## src/rtl/mem_access_stage.sv

```systemverilog
// MEM stage of the 16-bit pipeline: data-memory / serial-IO access over req/ack, branch resolve, MEM/WB register.
// Optional access watchdog enabled with `define MEM_TIMEOUT_EN (errOut tied low otherwise).
module mem_access_stage #(
    parameter int ADDR_W         = 16,
    parameter int DATA_W         = 16,
    parameter int TIMEOUT_CYCLES = 64
) (
    input  logic              CLK,
    input  logic              RST,
    input  logic [1:0]        writeSpecRegIn,
    input  logic              memtoRegIn,
    input  logic              regWriteIn,
    input  logic [1:0]        memReadIn,
    input  logic [1:0]        memWriteIn,
    input  logic              branchIn,
    input  logic              zerobitIn,
    input  logic [15:0]       PCIn,
    input  logic [15:0]       ALUResultIn,
    input  logic [15:0]       dataIn,
    input  logic [2:0]        registerToWriteIdIn,
    output logic              memReq,
    output logic              memWe,
    output logic              memSel,
    output logic [ADDR_W-1:0] memAddr,
    output logic [DATA_W-1:0] memWData,
    input  logic              memAck,
    input  logic [DATA_W-1:0] memRData,
    output logic              stallOut,
    output logic              branchTakenOut,
    output logic [15:0]       branchTargetOut,
    output logic [1:0]        writeSpecRegOut,
    output logic              memtoRegOut,
    output logic              regWriteOut,
    output logic [2:0]        registerToWriteIdOut,
    output logic [15:0]       ALUResultOut,
    output logic [15:0]       memDataOut,
    output logic              errOut
);

    typedef enum logic [1:0] {IDLE, WAIT, DONE} stateT;

    stateT stateReg, stateNext;

    logic rdAcc, wrAcc, anyAcc, accSel;
    logic finish, timeoutHit;

    // Control fields of the in-flight instruction, committed to MEM/WB on completion
    logic [1:0]  capSpecReg;
    logic        capMemtoReg;
    logic        capRegWrite;
    logic [2:0]  capRegId;
    logic [15:0] capAlu;
    logic        capIsRead;

    assign rdAcc  = (memReadIn == 2'b01) || (memReadIn == 2'b10);
    assign wrAcc  = (memWriteIn == 2'b01) || (memWriteIn == 2'b10);
    assign anyAcc = rdAcc || wrAcc;
    assign accSel = wrAcc ? memWriteIn[1] : memReadIn[1];

    assign branchTakenOut  = branchIn & zerobitIn;
    assign branchTargetOut = PCIn;
    assign stallOut        = (stateReg == WAIT);
    assign finish          = (stateReg == WAIT) && (memAck || timeoutHit);

`ifdef MEM_TIMEOUT_EN
    localparam int CNT_W = $clog2(TIMEOUT_CYCLES + 1);

    logic [CNT_W-1:0] waitCntReg;
    logic             errReg;

    assign timeoutHit = (stateReg == WAIT) && (waitCntReg == CNT_W'(TIMEOUT_CYCLES - 1));
    assign errOut     = errReg;

    always_ff @(posedge CLK) begin
        if (RST) begin
            waitCntReg <= '0;
            errReg     <= 1'b0;
        end else begin
            if (stateReg != WAIT)
                waitCntReg <= '0;
            else
                waitCntReg <= waitCntReg + 1'b1;
            // An ack on the deadline cycle still counts as a good completion
            if (timeoutHit && !memAck)
                errReg <= 1'b1;
        end
    end
`else
    assign timeoutHit = 1'b0;
    assign errOut     = 1'b0;
`endif

    always_ff @(posedge CLK) begin
        if (RST)
            stateReg <= IDLE;
        else
            stateReg <= stateNext;
    end

    always_comb begin
        stateNext = stateReg;
        case (stateReg)
            IDLE, DONE: stateNext = anyAcc ? WAIT : IDLE;
            WAIT:       if (memAck || timeoutHit) stateNext = DONE;
            default:    stateNext = IDLE;
        endcase
    end

    always_ff @(posedge CLK) begin
        if (RST) begin
            memReq               <= 1'b0;
            memWe                <= 1'b0;
            memSel               <= 1'b0;
            memAddr              <= '0;
            memWData             <= '0;
            writeSpecRegOut      <= '0;
            memtoRegOut          <= 1'b0;
            regWriteOut          <= 1'b0;
            registerToWriteIdOut <= '0;
            ALUResultOut         <= '0;
            memDataOut           <= '0;
            capSpecReg           <= '0;
            capMemtoReg          <= 1'b0;
            capRegWrite          <= 1'b0;
            capRegId             <= '0;
            capAlu               <= '0;
            capIsRead            <= 1'b0;
        end else begin
            case (stateReg)
                IDLE, DONE: begin
                    if (anyAcc) begin
                        memReq          <= 1'b1;
                        memWe           <= wrAcc;
                        memSel          <= accSel;
                        memAddr         <= ALUResultIn[ADDR_W-1:0];
                        memWData        <= dataIn[DATA_W-1:0];
                        capSpecReg      <= writeSpecRegIn;
                        capMemtoReg     <= memtoRegIn;
                        capRegWrite     <= regWriteIn;
                        capRegId        <= registerToWriteIdIn;
                        capAlu          <= ALUResultIn;
                        capIsRead       <= !wrAcc;
                        // Bubble into WB until the access completes
                        regWriteOut     <= 1'b0;
                        writeSpecRegOut <= '0;
                    end else begin
                        writeSpecRegOut      <= writeSpecRegIn;
                        memtoRegOut          <= memtoRegIn;
                        regWriteOut          <= regWriteIn;
                        registerToWriteIdOut <= registerToWriteIdIn;
                        ALUResultOut         <= ALUResultIn;
                        memDataOut           <= '0;
                    end
                end
                WAIT: begin
                    if (finish) begin
                        memReq               <= 1'b0;
                        writeSpecRegOut      <= capSpecReg;
                        memtoRegOut          <= capMemtoReg;
                        regWriteOut          <= capRegWrite;
                        registerToWriteIdOut <= capRegId;
                        ALUResultOut         <= capAlu;
                        if (!capIsRead)
                            memDataOut <= '0;
                        else if (memAck)
                            memDataOut <= memRData[15:0];
                        else
                            memDataOut <= 16'hFFFF;
                    end
                end
                default: ;
            endcase
        end
    end

endmodule

```

## config.mk

```make
export PLATFORM = sky130hd
export DESIGN_NAME = mem_access_stage
export DESIGN_NICKNAME = d
export VERILOG_FILES = /design/src/rtl/mem_access_stage.sv
export SDC_FILE = /design/constraint.sdc
export NUM_CORES = 1
export LEC_CHECK = 0
export ABC_CLOCK_PERIOD_IN_PS = 2700
export BUFFER_PORTS_ARGS = -buffer_cell sky130_fd_sc_hd__buf_2
export CORE_MARGIN = 2
export CORE_UTILIZATION = 49
export CTS_CLUSTER_DIAMETER = 50
export DETAILED_ROUTE_END_ITERATION = 8
export GPL_TIMING_DRIVEN = 0
export PLACE_DENSITY = 0.85
export SLEW_MARGIN = 20
export SYNTH_ARGS = -nofsm -noshare
export SYNTH_HDL_FRONTEND = slang
export SYNTH_SLANG_ARGS = --single-unit
```

## constraint.sdc

```tcl
create_clock -name CLK -period 2.7 [get_ports CLK]
set_input_delay 0 -clock CLK [delete_from_list [all_inputs] [get_ports CLK]]
set_output_delay 0 -clock CLK [all_outputs]
set_load 0.02 [all_outputs]
```

==> results.sh, run 1 <==
export IMPL_io_buffers=154
export IMPL_cts_root_buf="clkbuf_8"
export IMPL_worstSetupStartpointType="register"
export IMPL_rows=30
export IMPL_p_leak_nw=2.340
export IMPL_fin_tns_setup_ps=0
export IMPL_grt_ovfl_total=0
export IMPL_dp_hpwl_um=6786
export IMPL_fin_nets=687
export IMPL_crit_path_end_kind="output pin"
export IMPL_utilization=0.7428
export IMPL_fp_dieArea_um2=7641
export IMPL_cts_resized_gates=0
export IMPL_routed_via_density=5.166
export IMPL_insertedDiodeCount=0
export IMPL_path_clk_slew_ps=90
export IMPL_grt_pass1_wl_um=16280
export IMPL_fin_crit_ps=1779
export IMPL_fillCellCount=476
export IMPL_clk_latency_ps=350
export IMPL_total_power_mw=3.122
export IMPL_dr_pass1_iters=4
export IMPL_hp_start="memReadIn[1]"
export IMPL_arrival_ps=1780
export IMPL_clock_fmax_ghz=0.5622
export IMPL_status="finished, final reports clean"
export IMPL_ys_ff_latch=84
export IMPL_cellPowerDensity_nw_per_um2=622.1
export IMPL_die_h_um=87.42
export IMPL_synth_area_leaders="dfxtp_1 49%, nand2_1 14%, a21oi_1 9.0%"
export IMPL_crit_path_max_fanout=10
export IMPL_synth_seq_area_share=0.4932
export IMPL_ios=173
export IMPL_timing_rr_start="stateReg[1]"
export IMPL_wl_um=10190
export IMPL_drc=0
export IMPL_hold_class="primary input to register"
export IMPL_critical_path_class="register to output pin"
export IMPL_avgSynthCellArea_um2=8.833
export IMPL_wl_per_cell_um=14.73
export IMPL_grt_max_degree=16
export IMPL_slew_violations=0
export IMPL_drv_cap=0
export IMPL_crit_start="stateReg[0]"
export IMPL_synth_warnings=0
export IMPL_die_w_um=87.42
export IMPL_synth_flop_cell="dfxtp_1"
export IMPL_tightest_slew_ps=725.5
export IMPL_core_area_um2=6756
export IMPL_relSlewSlack=0.5163
export IMPL_final_hold_viol_count=0
export IMPL_synthDistinctLibCells=26
export IMPL_yosysTopAreaCell="dfxtp_1"
export IMPL_synth_cells=386
export IMPL_synth_edf_count=0
export IMPL_finalClockSkew_ps=9.265
export IMPL_initial_core_util=0.5046
export IMPL_clock_sinks=84
export IMPL_antenna_found_initial=0
export IMPL_vias=3575
export IMPL_grt_setup_unrepaired="no"
export IMPL_synth_top_cell_area_share=0.4932
export IMPL_setup_viol=0
export IMPL_drive_gt1_frac=0.3709
export IMPL_drt_iter0_markers=127
export IMPL_track_usage=0.2708
export IMPL_grt_pass1_vias=3502
export IMPL_tritoncts="built"
export IMPL_irDropWorstVdd_uv=363.3
export IMPL_synthesis_nets=466
export IMPL_syn_area_um2=3410
export IMPL_antenna_left=0
export IMPL_cts_buffer_depth=2
export IMPL_cts_made_buffers=9
export IMPL_fin_crit_sh=0.6587
export IMPL_gp_congestion=0.7959
export IMPL_ys_async_sr_fraction=0
export IMPL_synthToLayoutAreaGrowth_pct=47.19
export IMPL_required_ps=2700
export IMPL_h_tree_depth=3
critical path: stages (launching register included):
cell and delay [ps]:
dfxtp_1 470, nand2b_1 170, inv_2 150, clkbuf_1 390
buf_2 250
synth_stat cells, types with 3 or more instances:
library cell and n:
buf_4 21, a311oi_2 20, a22o_1 16, buf_2 8
nor2_1 12, nand2b_1 3, a211oi_1 4, clkbuf_1 15
o21ai_0 3, nand2_1 123, dfxtp_1 84, a21oi_1 61
area by class of cell:
type | count | area, µm² | share of cell area
Inverter | 1 | 3.754 | 0.0007479
Sequential cell | 84 | 1682 | 0.3351
Multi-Input combinational cell | 255 | 1448 | 0.2885
Tap cell | 80 | 100.1 | 0.01995
Timing Repair Buffer | 210 | 1331 | 0.2653
Clock buffer | 10 | 127.6 | 0.02543
Clock inverter | 6 | 50.05 | 0.009973
Buffer | 46 | 276.5 | 0.05510
kinds of logic (layout without fill, tap and decap cells):
group | Yosys count | in the layout | share of synthesized area
buffers and inverters | 47 | 273 | 0.08220
flip-flops | 84 | 84 | 0.4932
AO/OA/AOI/OAI | 108 | 108 | 0.2477
other | 1 | 1 | 0.001100
XOR/XNOR | 2 | 2 | 0.007341
AND/OR/NAND/NOR | 144 | 144 | 0.1684
through the flow:
step,instance area [µm²],hold slack [ps],worst slack [ps],std cells
3_3_place_gp,4280,210.7,1040,620
3_5_place_dp,4280,216.0,1007,620
6_report,5019,24.81,921.4,692
5_1_grt,5019,61.72,797.5,692
4_1_cts,5019,2.216,921.7,692
2_1_floorplan,3410,112.6,1250,386
flip-flops by register name, indices dropped and copies added, names as in the netlist:
name and cells:
ALUResultOut 16, memDataOut 16, capMemtoReg 1, regWriteOut 1
capRegId 3, memSel 1, capRegWrite 1, capSpecReg 2
stateReg 2, registerToWriteIdOut 3, capIsRead 1, memReq 1
memWData 16, capAlu 16, memtoRegOut 1, memWe 1
writeSpecRegOut 2
routing by layer:
metal	GRT usage	wire length [µm]
met5	0	0
met4	0.09790	93
met3	0.06635	777
met2	0.4842	5256
met1	0.3111	4064
cells in the final DEF (no fill, tap or decap):
cell and instances:
conb_1 1, nand2_1 123, buf_6 2, clkinv_4 3, buf_4 21, clkbuf_8 9
a22o_1 16, dfxtp_1 84, nor2_1 12, a21oi_1 61, nor3b_4 1, a21oi_2 1
dlygate4sd3_1 56, nand2b_1 3, inv_6 1, xor2_1 1, o21ba_1 1, nor3b_1 1
buf_2 162, a21oi_4 1, inv_2 1, xor2_2 1, o21ai_0 3, a311oi_2 20
o21bai_4 1, nand2_2 1, a211oi_1 4, clkbuf_1 16, nor3_1 2, and2_1 1
clkinvlp_4 2
repair_timing:
action,4_1_cts,5_1_grt
endpoints found under the setup margin,0,0
setup buffers,0,0
hold buffers,56,0
hold endpoints to repair,80,0
final timing paths:
| kind | depth (start not counted) | end | slack [ps] |
|---|---|---|---|
| max | 4 | stallOut | 920 |
| min | 3 | memSel | 20 |
| max reg2reg | 5 | ALUResultOut[4] | 960 |
| min reg2reg | 2 | memWData[11] | 450 |
report_power, final:
part           switching [mW]  leakage [nW]  internal, mW  total (mW)
registers              0.0678         0.691          1.36        1.42
logic                   0.535          1.57         0.348       0.883
clock network           0.474        0.0831         0.342       0.816
(Power assumes the default switching activity.)
==> run 2: changes to the inputs <==
--- a/config.mk
+++ b/config.mk
@@ -5,14 +5,15 @@
 export SDC_FILE = /design/constraint.sdc
 export NUM_CORES = 1
 export LEC_CHECK = 0
-export ABC_CLOCK_PERIOD_IN_PS = 2700
+export ABC_AREA = 1
+export ABC_CLOCK_PERIOD_IN_PS = 1700
 export BUFFER_PORTS_ARGS = -buffer_cell sky130_fd_sc_hd__buf_2
 export CORE_MARGIN = 2
-export CORE_UTILIZATION = 49
+export CORE_UTILIZATION = 47
 export CTS_CLUSTER_DIAMETER = 50
 export DETAILED_ROUTE_END_ITERATION = 8
 export GPL_TIMING_DRIVEN = 0
-export PLACE_DENSITY = 0.85
+export PLACE_DENSITY = 0.8
 export SLEW_MARGIN = 20
 export SYNTH_ARGS = -nofsm -noshare
 export SYNTH_HDL_FRONTEND = slang
==> constraint.sdc (replaced) <==
create_clock -name CLK -period 1.7 [get_ports CLK]
set_input_delay 0 -clock CLK [delete_from_list [all_inputs] [get_ports CLK]]
set_output_delay 0 -clock CLK [all_outputs]
set_load 0.02 [all_outputs]
==> run 2 against run 1 <==
Effect of this change:
- the flow now finishes with violations (negative hold slack)
- die area is 19% higher
- hold slack worse by 26 ps
- register-to-register slack worse by 810 ps
==> results.sh, run 2 <==
export IMPL_status="complete, but fails checks"
export IMPL_violations="negative hold slack"
export IMPL_relSlewSlack=0.6526
export IMPL_clockPowerShare=0.286
export IMPL_drc=0
export IMPL_timing_hold_ws_ps=-1.130
export IMPL_yosysTopAreaCell="dfxtp_1"
export IMPL_synth_warnings=0
export IMPL_ys_async_sr_fraction=0
export IMPL_synth_most_common_cell="nand2_1"
export IMPL_fin_area_um2=5502
export IMPL_syn_area_um2=3929
export IMPL_path_clk_slew_ps=100
export IMPL_critical_path_class="register to register"
export IMPL_cts_made_buffers=9
export IMPL_synthDistinctLibCells=21
export IMPL_crit_path_end_kind="register"
export IMPL_dr_pass1_iters=6
export IMPL_antenna_left=0
export IMPL_gp_congestion=0.8537
export IMPL_cellPowerDensity_nw_per_um2=977.7
export IMPL_clock_fmax_ghz=0.6467
export IMPL_required_ps=1960
export IMPL_slowest_stage="dfxtp_1"
export IMPL_cts_root_buf="clkbuf_8"
export IMPL_hold_buffers=46
export IMPL_drive_gt1_frac=0.2868
export IMPL_die_h_um=95.43
export IMPL_synth_top_cell_area_share=0.4280
export IMPL_utilization=0.6729
export IMPL_seq_power_share=0.424
export IMPL_drv_cap=0
export IMPL_fillCellCount=711
export IMPL_tightest_slew_ps=521.1
export IMPL_routed_via_density=5.151
export IMPL_p_switching_mw=1.890
export IMPL_placed_area_um2=4831
export IMPL_final_hold_viol_count=1
export IMPL_insertedDiodeCount=0
export IMPL_ys_top_cells_by_count="125 x nand2_1, 97 x nand3_1, 86 x a21oi_1"
export IMPL_p_comb_frac=0.290
export IMPL_fin_nets=849
export IMPL_wl_um=12070
export IMPL_cts_setup_buffers=0
export IMPL_fin_crit_sh=0.9095
export IMPL_finalClockSkew_ps=14.18
export IMPL_r2r_setup_slack_ps=150
export IMPL_grt_setup_unrepaired="no"
export IMPL_synth_area_leaders="dfxtp_1 43%, nand3_1 12%, nand2_1 12%"
export IMPL_p_sw_frac=0.3514
export IMPL_slew_violations=0
export IMPL_grt_pass1_wl_um=18720
export IMPL_ys_ff_latch=84
export IMPL_synthesis_nets=638
export IMPL_grt_pass1_vias=4001
export IMPL_grt_ovfl_total=0
export IMPL_p_int_mw=3.489
export IMPL_rows=33
export IMPL_crit_path_max_incr_delay_ps=320
export IMPL_hold_class="primary input to register"
export IMPL_total_power_mw=5.379
export IMPL_initial_core_util=0.4806
export IMPL_wl_per_cell_um=13.73
export IMPL_fp_dieArea_um2=9107
export IMPL_core_area_um2=8175
export IMPL_synth_flop_cell="dfxtp_1"
export IMPL_dp_hpwl_um=8488
export IMPL_track_usage=0.2646
export IMPL_synth_edf_count=0
export IMPL_drt_iter0_markers=281
export IMPL_path_cells="buf_4, inv_4, a21oi_4, inv_2, buf_6, buf_2, a21oi_1, nor2_1"
export IMPL_h_tree_depth=3
export IMPL_crit_path_max_fanout=10
export IMPL_ios=173
export IMPL_p_leak_nw=2.784
export IMPL_layout_commonest_cell="buf_2"
export IMPL_grt_max_degree=18
export IMPL_synthToLayoutAreaGrowth_pct=40.03
export IMPL_arrival_ps=1800
export IMPL_worstSetupStartpointType="register"
export IMPL_die_w_um=95.43
export IMPL_vias=4528
export IMPL_tritoncts="built"
export IMPL_synth_seq_area_share=0.4280
export IMPL_synth_cells=558
export IMPL_final_cell_mix="168 x buf_2, 125 x nand2_1, 97 x nand3_1"
export IMPL_clk_latency_ps=370
export IMPL_clock_sinks=84
export IMPL_cts_buffer_depth=2
export IMPL_io_buffers=154
export IMPL_fin_tns_setup_ps=0
export IMPL_fin_crit_ps=1546
export IMPL_setup_viol=0
export IMPL_antenna_found_initial=0
export IMPL_cts_resized_gates=0
export IMPL_irDropWorstVdd_uv=516.2
export IMPL_avgSynthCellArea_um2=7.041
## run 2: cell count changes in the layout (fill, tap and decap cells not counted), sizes merged, moves of 4 or more
cell / before / now
a311oi: 20 / 0
a21oi: 63 / 87
o21ai: 3 / 22
a22o: 16 / 0
dlygate4sd3: 56 / 46
nand3: 0 / 97
nor2: 12 / 39
buf: 185 / 196
clkbuf: 25 / 30
nand2: 124 / 129
inv: 2 / 37
a211oi: 4 / 0
## run 2: path summary, 6_finish.rpt
kind / from / end / depth (start not counted)
min reg2reg: memWData[4] / memWData[4] / 2
max: stateReg[0] / ALUResultOut[14] / 8
max reg2reg: stateReg[0] / ALUResultOut[14] / 8
min: memRData[11] / memDataOut[11] / 5
## run 2: kinds of logic after synthesis
group / after synthesis / synth area share
simple gates: 269 / 0.2971
other cells: 1 / 0.0009545
buf+inv: 95 / 0.1322
flops: 84 / 0.4280
compound gates: 109 / 0.1417
## run 2: routing by layer
metal	track usage	part of all wire	up-vias
met4	0.1095	0.031	0
met3	0.05929	0.073	41
li1	-	-	2232
met1	0.3159	0.41	2056
met5	0	0	-
met2	0.4583	0.49	199
## run 2: layout make-up
cell class                 instances  area [µm²]  share of cell area
buffer                            63       396.6             0.07209
clock buffer                       9       123.9             0.02252
clock inverter                     7       86.33             0.01569
inverter                          32       122.6             0.02229
multi-input combinational        379        1728              0.3141
sequential                        84        1682              0.3057
tap                              105       131.4             0.02388
timing repair buffer             200        1231              0.2238
## run 2: worst max-delay path, delay by kind of cell, from the launching register on
kind / cells / cell delay [ps]
flip-flops: 1 / 320
AND/OR/NAND/NOR: 1 / 80
buffers and inverters: 5 / 650
AO/OA/AOI/OAI: 2 / 380
## run 2: per-stage QoR
| step | setup WS [ps] | std cells |
|---|---|---|
| global route | 42.91 | 879 |
| detailed placement | 218.1 | 817 |
| finish | 153.8 | 879 |
| floorplan | 425.6 | 558 |
| CTS | 163.1 | 879 |
| global placement | 252.2 | 817 |
## run 2: power groups by stage
stage	clock (mW)	combinational (mW)	sequential [mW]
2_1_floorplan	0	0.772	2.54
3_3_place_gp	0	1.43	2.31
3_5_place_dp	0	1.46	2.32
4_1_cts	1.54	1.55	2.28
5_1_grt	1.63	1.71	2.30
6_report	1.54	1.56	2.28
